<file path="src/rtl/phy_pkg.sv">
// Shared constants and types for the PHY receive lane deserialiser.
// Holds the symbol defaults, the sync FSM state type and the loss counter width.
package phy_pkg;

  localparam logic [7:0] COM_SYM_DEF  = 8'hBC;
  localparam logic [7:0] IDLE_SYM_DEF = 8'h7C;
  localparam int         LOSS_W       = 8;

  typedef enum logic [1:0] {
    HUNT  = 2'd0,
    ALIGN = 2'd1,
    SYNC  = 2'd2
  } phyState_t;

endpackage

</file>
<file path="src/rtl/phy_word_shifter.sv">
// Serial-to-parallel shift register with a word bit counter.
// alignClear restarts word framing so the next bit begins a fresh word.
module phy_word_shifter #(
  parameter int DATA_W = 8
) (
  input  logic              clk_32f,
  input  logic              reset,
  input  logic              serialIn,
  input  logic              alignClear,
  output logic [DATA_W-1:0] nxt,
  output logic              wordDone
);

  localparam int CW = (DATA_W > 1) ? $clog2(DATA_W) : 1;
  localparam logic [CW-1:0] LAST_BIT = CW'(DATA_W - 1);

  logic [DATA_W-1:0] sr;
  logic [CW-1:0]     bitCnt;

  assign nxt      = {sr[DATA_W-2:0], serialIn};
  assign wordDone = (bitCnt == LAST_BIT);

  // Shift one bit per clock and track the position within the word.
  always_ff @(posedge clk_32f) begin
    if (!reset) begin
      sr     <= '0;
      bitCnt <= '0;
    end else begin
      sr <= nxt;
      if (alignClear || wordDone)
        bitCnt <= '0;
      else
        bitCnt <= bitCnt + 1'b1;
    end
  end

endmodule

</file>
<file path="src/rtl/phy_rx_lane_deser.sv">
// Receive lane deserialiser: COM alignment, sync supervision and
// round-robin distribution of data words over the output lanes.
module phy_rx_lane_deser
  import phy_pkg::*;
#(
  parameter int                DATA_W     = 8,
  parameter int                NUM_LANES  = 4,
  parameter logic [DATA_W-1:0] COM_SYM    = DATA_W'(COM_SYM_DEF),
  parameter logic [DATA_W-1:0] IDLE_SYM   = DATA_W'(IDLE_SYM_DEF),
  parameter int                SYNC_COUNT = 4,
  parameter int                MAX_GAP    = 16
) (
  input  logic                        clk_32f,
  input  logic                        reset,
  input  logic                        serial_in,
  output logic                        active,
  output logic [NUM_LANES*DATA_W-1:0] data_out,
  output logic [NUM_LANES-1:0]        valid_out,
  output logic                        word_strobe,
  output logic [LOSS_W-1:0]           loss_count
);

  localparam int CC_W = $clog2(SYNC_COUNT + 1);
  localparam int GW   = $clog2(MAX_GAP + 1);
  localparam int LP_W = (NUM_LANES > 1) ? $clog2(NUM_LANES) : 1;

  localparam logic [CC_W-1:0] SYNC_LAST = CC_W'(SYNC_COUNT - 1);
  localparam logic [GW-1:0]   GAP_LAST  = GW'(MAX_GAP - 1);
  localparam logic [LP_W-1:0] LANE_LAST = LP_W'(NUM_LANES - 1);

  phyState_t state, stateNext;

  logic [DATA_W-1:0]           nxt;
  logic                        wordDone;
  logic                        alignClear;
  logic                        isCom;
  logic                        isIdle;
  logic [CC_W-1:0]             comCnt, comCntNext;
  logic [GW-1:0]               gapCnt, gapCntNext;
  logic [LP_W-1:0]             lanePtr, lanePtrNext;
  logic                        activeNext;
  logic [NUM_LANES*DATA_W-1:0] dataNext;
  logic [NUM_LANES-1:0]        validNext;
  logic                        strobeNext;
  logic [LOSS_W-1:0]           lossNext;

  phy_word_shifter #(
    .DATA_W(DATA_W)
  ) uShifter (
    .clk_32f   (clk_32f),
    .reset     (reset),
    .serialIn  (serial_in),
    .alignClear(alignClear),
    .nxt       (nxt),
    .wordDone  (wordDone)
  );

  assign isCom  = (nxt == COM_SYM);
  assign isIdle = (nxt == IDLE_SYM);

  // Register FSM state, counters and all outputs.
  always_ff @(posedge clk_32f) begin
    if (!reset) begin
      state       <= HUNT;
      comCnt      <= '0;
      gapCnt      <= '0;
      lanePtr     <= '0;
      active      <= 1'b0;
      data_out    <= '0;
      valid_out   <= '0;
      word_strobe <= 1'b0;
      loss_count  <= '0;
    end else begin
      state       <= stateNext;
      comCnt      <= comCntNext;
      gapCnt      <= gapCntNext;
      lanePtr     <= lanePtrNext;
      active      <= activeNext;
      data_out    <= dataNext;
      valid_out   <= validNext;
      word_strobe <= strobeNext;
      loss_count  <= lossNext;
    end
  end

  // Next-state, lane demux and COM-gap supervision.
  always_comb begin
    stateNext   = state;
    comCntNext  = comCnt;
    gapCntNext  = gapCnt;
    lanePtrNext = lanePtr;
    activeNext  = active;
    dataNext    = data_out;
    validNext   = valid_out;
    strobeNext  = 1'b0;
    lossNext    = loss_count;
    alignClear  = 1'b0;
    unique case (state)
      HUNT: begin
        if (isCom) begin
          alignClear = 1'b1;
          comCntNext = CC_W'(1);
          if (SYNC_COUNT == 1) begin
            stateNext   = SYNC;
            activeNext  = 1'b1;
            lanePtrNext = '0;
            gapCntNext  = '0;
          end else begin
            stateNext = ALIGN;
          end
        end
      end
      ALIGN: begin
        if (wordDone) begin
          if (!isCom) begin
            stateNext  = HUNT;
            comCntNext = '0;
          end else if (comCnt == SYNC_LAST) begin
            stateNext   = SYNC;
            comCntNext  = comCnt + 1'b1;
            activeNext  = 1'b1;
            lanePtrNext = '0;
            gapCntNext  = '0;
          end else begin
            comCntNext = comCnt + 1'b1;
          end
        end
      end
      SYNC: begin
        if (wordDone) begin
          if (isCom) begin
            lanePtrNext = '0;
            gapCntNext  = '0;
          end else if (gapCnt == GAP_LAST) begin
            stateNext  = HUNT;
            activeNext = 1'b0;
            validNext  = '0;
            comCntNext = '0;
            gapCntNext = '0;
            if (loss_count != '1)
              lossNext = loss_count + 1'b1;
          end else begin
            strobeNext = 1'b1;
            gapCntNext = gapCnt + 1'b1;
            if (isIdle) begin
              validNext[lanePtr] = 1'b0;
            end else begin
              dataNext[lanePtr*DATA_W +: DATA_W] = nxt;
              validNext[lanePtr] = 1'b1;
            end
            if (lanePtr == LANE_LAST)
              lanePtrNext = '0;
            else
              lanePtrNext = lanePtr + 1'b1;
          end
        end
      end
      default: stateNext = HUNT;
    endcase
  end

endmodule

</file>
<file path="config.mk">
export PLATFORM = sky130hd
export DESIGN_NAME = phy_rx_lane_deser
export DESIGN_NICKNAME = d
export VERILOG_FILES = /design/src/rtl/phy_pkg.sv /design/src/rtl/phy_word_shifter.sv /design/src/rtl/phy_rx_lane_deser.sv
export SDC_FILE = /design/constraint.sdc
export NUM_CORES = 1
export LEC_CHECK = 0
export CORE_ASPECT_RATIO = 1.4
export CORE_MARGIN = 2
export CORE_UTILIZATION = 50
export DETAILED_ROUTE_END_ITERATION = 8
export PLACE_DENSITY_LB_ADDON = 0.2
export RECOVER_POWER = 25
export SLEW_MARGIN = 20
export SYNTH_ARGS = -nofsm -noshare
export SYNTH_HDL_FRONTEND = slang
export SYNTH_HIERARCHICAL = 1
export SYNTH_SLANG_ARGS = --single-unit
</file>
<file path="constraint.sdc">
create_clock -name clk_32f -period 2.4 [get_ports clk_32f]
set_clock_uncertainty 0.1 [all_clocks]
set_input_delay 0.6 -clock clk_32f [delete_from_list [all_inputs] [get_ports clk_32f]]
set_output_delay 0.6 -clock clk_32f [all_outputs]
set_load 0.05 [all_outputs]
</file>
==> results.txt <==
Row generation in the floorplan step produced 35 rows. In this run the worst setup path begins at loss_count[3]$_SDFFE_PN0P_. Prior to clock tree synthesis, the placed netlist has a worst setup slack of -0.0256 ns. TritonCTS built the clock tree. Along the worst hold path, the cell count comes to 2. The worst path uses 96.4% of the clock period. The worst register-to-register path has a depth of 7.

The first global-routing pass estimated 12400 um of wire. The startpoint kind of the worst setup timing path was a register. The multi-input logic area was 0.00181 mm2. The tool flagged a number of max-cap violations equal to 0.

The height of the chip is 100 um. The top cell types in the final layout, fill and taps aside, are sky130_fd_sc_hd__dfxtp_1, sky130_fd_sc_hd__nand2_1, sky130_fd_sc_hd__clkdlybuf4s50_1. The post-detailed-route count of antenna-violating nets is 0, and the x dimension of the die is 72.9 um. At the end of the flow, the number of nets in the layout was 437. The slack of the worst reg-to-reg path was 0.16 ns; the count of distinct cell types in the synthesized netlist was 52. The tools report the area used by sequential logic in the layout as 0.00136 mm2.

Hold is met by 0.336 ns. The leading register cell type out of synthesis was sky130_fd_sc_hd__dfxtp_1. The number of setup violations in the final report was 0. The flow ran to the end, and the final reports show no timing, DRC or antenna violations. The total of flip-flops plus latches after synthesis is 68, and the sum of routed wire length over all layers is 7420 um. In the post-route analysis, the smallest setup slack over all paths is 0.0860 ns. After clock tree synthesis, the setup repair step added 0 buffers. The transition time at the pin with the least slew margin is 1.37 ns. The number of pins exceeding their max-slew limit in the final report is 0. The beginning of the worst register-to-register path was uShifter/bitCnt[0]$_SDFF_PP0_.

Gates resized during post-CTS repair numbered 0. The number of buffers added by the clock tree synthesis step was 9. For the net count of the mapped netlist, the log shows 376. In this run the critical register-to-register path is captured at data_out[18]$_SDFFE_PN0P_. Of the synthesized area, sequential elements account for 41.0%.

The clock reaches the later pin of the worst-skew pair after 0.34 ns. For the worst setup path, the data arrival time is 1.61 ns. The worst path in the final design needs a cycle of 2.31 ns, including I/O delays and setup.

The gate count of the mapped netlist is 358, and the mean routed wirelength per cell is 14.9 um. Setup repair after global routing left no endpoint under its margin. The tools report the number of hold violations in the final report as 0. The core region is 0.00653 mm2.

The logs give 183 for the initial DRC count and 0 for the antenna cell count. The number of buffers inserted for hold repair after clock tree synthesis was 0; the TritonCTS sink count was 68. The most frequent standard cell in the layout excluding fill and tap cells is sky130_fd_sc_hd__dfxtp_1. For this design the top-level I/O count stands at 49.

Of the cells placed in the final design, the portion with a size suffix greater than 1 is 11.8%. In this run the power density over the cells is 538 mW/mm2. The clock slew seen by the registers of the worst setup and hold paths was 0.08 ns. The average cell area after synthesis was 9.27 um2; the cell leakage power was 0.00169 uW.

The maximum clock insertion buffer count was 2. The synthesis warning total was 6; the number of flops mapped to enable cells by yosys was 0. The critical path is of the register to primary output type.

The placed standard-cell area was 0.00397 mm2. The top cell family by delay on the critical path was buffers and inverters. Walking the worst path, the cells encountered are clkdlybuf4s50_1. For the initial antenna violation count, the log shows 0. The worst hold path belongs to the class register to register.

Before antenna repair, the detailed router went through 7 iterations. The number of global-route vias before repair was 2594. The final cell utilization of the core was 63.4%.

The area added between synthesis and finish is 24.7%. STA classifies the critical path endpoint as a primary output. The tools report the largest net degree at the start of global routing as 80. For this configuration, the core starts out at a cell density of 50.9%.

Based on the critical path, the design can be clocked at up to 432 MHz. The cell count along the critical path is 1. The capture point of the worst path is loss_count[3]. The wire-length estimate of the detail-placed layout is 5210 um.

Across every metal layer, demand over resource in global routing totals 21.7%. The cell area that synthesis handed to floorplanning was 0.00332 mm2. The slowest stage cell on the critical path was sky130_fd_sc_hd__clkdlybuf4s50_1. The root buffer cell chosen for the clock tree is sky130_fd_sc_hd__clkbuf_8. The logs give 565 for the count of fill cells added during filler insertion and 2775 for the detailed-route via count. Share of async-settable or async-resettable flops after synthesis: 0%.

The number of buffers and inverters on the critical path was 1; the vias per cell was 5.58. Along the worst path, the maximum fanout reaches 7. After detailed routing, the number of remaining DRC violations is 0.

Measured against its own limit, the worst slew margin works out to 8.42%. On the worst path, the slowest cell contributes a delay of 0.84 ns. Routability-driven placement finished with a final weighted congestion of 0.873. IR analysis of the VDD net gives a maximum drop of 0.393 mV.

The die covers 0.00731 mm2. The number of H-tree levels is 3. The logs give 0.00414 mm2 for the cell area after layout and 1.70 ns for the worst endpoint required time.

The residual overflow from global routing was 0; the count of input and output buffers was 48.
[layer usage]
| layer | GRT usage, % | up-vias | wire, um |
|---|---|---|---|
| met5 | 0 | - | 0 |
| met4 | 9.69 | 0 | 158 |
| met1 | 26.7 | 1301 | 3210 |
| li1 | - | 1396 | - |
| met2 | 35.7 | 63 | 3760 |
| met3 | 5.12 | 15 | 292 |
[per-stage QoR]
step	setup TNS (ns)	power, uW	instances
3_3_place_gp	0	1220	482
3_5_place_dp	-0.0256	1220	482
4_1_cts	0	2240	497
6_report	0	2230	497
5_1_grt	0	2290	497
2_1_floorplan	0	1210	358
[logic make-up after synthesis]
logic type      count (synthesis)  synth area share [%]
fa+ha+maj                      15                  5.66
simple gates                  161                  26.5
buf+inv                        27                  3.43
mux                            41                  12.4
flops                          68                  41.0
compound gates                 45                  10.7
xor+xnor                        1                 0.264
[report_power, final]
| part | internal [uW] | total (uW) | switching [uW] | leakage (uW) |
|---|---|---|---|---|
| logic | 18.2 | 51.1 | 32.9 | 0.00104 |
| registers | 1130 | 1140 | 8.17 | 0.000549 |
| clock network | 581 | 1030 | 451 | 0.000102 |
| total | 1730 | 2230 | 492 | 0.00169 |
[registers in the layout, indices dropped and copies added (netlist names)]
register         flops
loss_count           8
uShifter/sr          7
state                2
active               1
comCnt               3
lanePtr              2
data_out            32
word_strobe          1
uShifter/bitCnt      3
valid_out            4
gapCnt               5
[worst min path at each step]
stage / from / to
2_1_floorplan: gapCnt[4]$_SDFFE_PN0P_ / gapCnt[4]$_SDFFE_PN0P_
3_3_place_gp: gapCnt[4]$_SDFFE_PN0P_ / gapCnt[4]$_SDFFE_PN0P_
3_5_place_dp: gapCnt[4]$_SDFFE_PN0P_ / gapCnt[4]$_SDFFE_PN0P_
4_1_cts: gapCnt[4]$_SDFFE_PN0P_ / gapCnt[4]$_SDFFE_PN0P_
5_1_grt: gapCnt[4]$_SDFFE_PN0P_ / gapCnt[4]$_SDFFE_PN0P_
6_report: gapCnt[4]$_SDFFE_PN0P_ / gapCnt[4]$_SDFFE_PN0P_
[synthesized netlist by cell type, drive strengths merged, types with 2 or more instances]
cell type	n	area (um2)
dfxtp	68	1360
nand2	63	267
nand3	42	210
mux2i	40	400
ha	15	188
clkbuf	13	48.8
nor2	12	45.0
and2	11	77.6
inv	11	41.3
o21ai	10	50.0
a21boi	8	60.1
nor4	6	37.5
a21oi	4	20.0
nand2b	4	25.0
nor3b	4	30.0
o211ai	4	43.8
a31oi	3	18.8
a32o	3	30.0
and4b	3	33.8
and4bb	3	41.3
buf	3	23.8
nor3	3	15.0
a211oi	2	20.0
nand4b	2	17.5
nor4b	2	32.5
o221a	2	22.5
o31ai	2	15.0
or4	2	15.0
[area by class of cell]
| type | count | area share, % |
|---|---|---|
| clock inverter | 6 | 2.15 |
| inverter | 11 | 0.998 |
| sequential | 68 | 32.9 |
| tap | 74 | 2.24 |
| clock buffer | 9 | 2.99 |
| multi-input combinational | 263 | 43.8 |
| timing repair buffer | 66 | 14.9 |
Note: power is estimated with default switching activity, not from simulation.
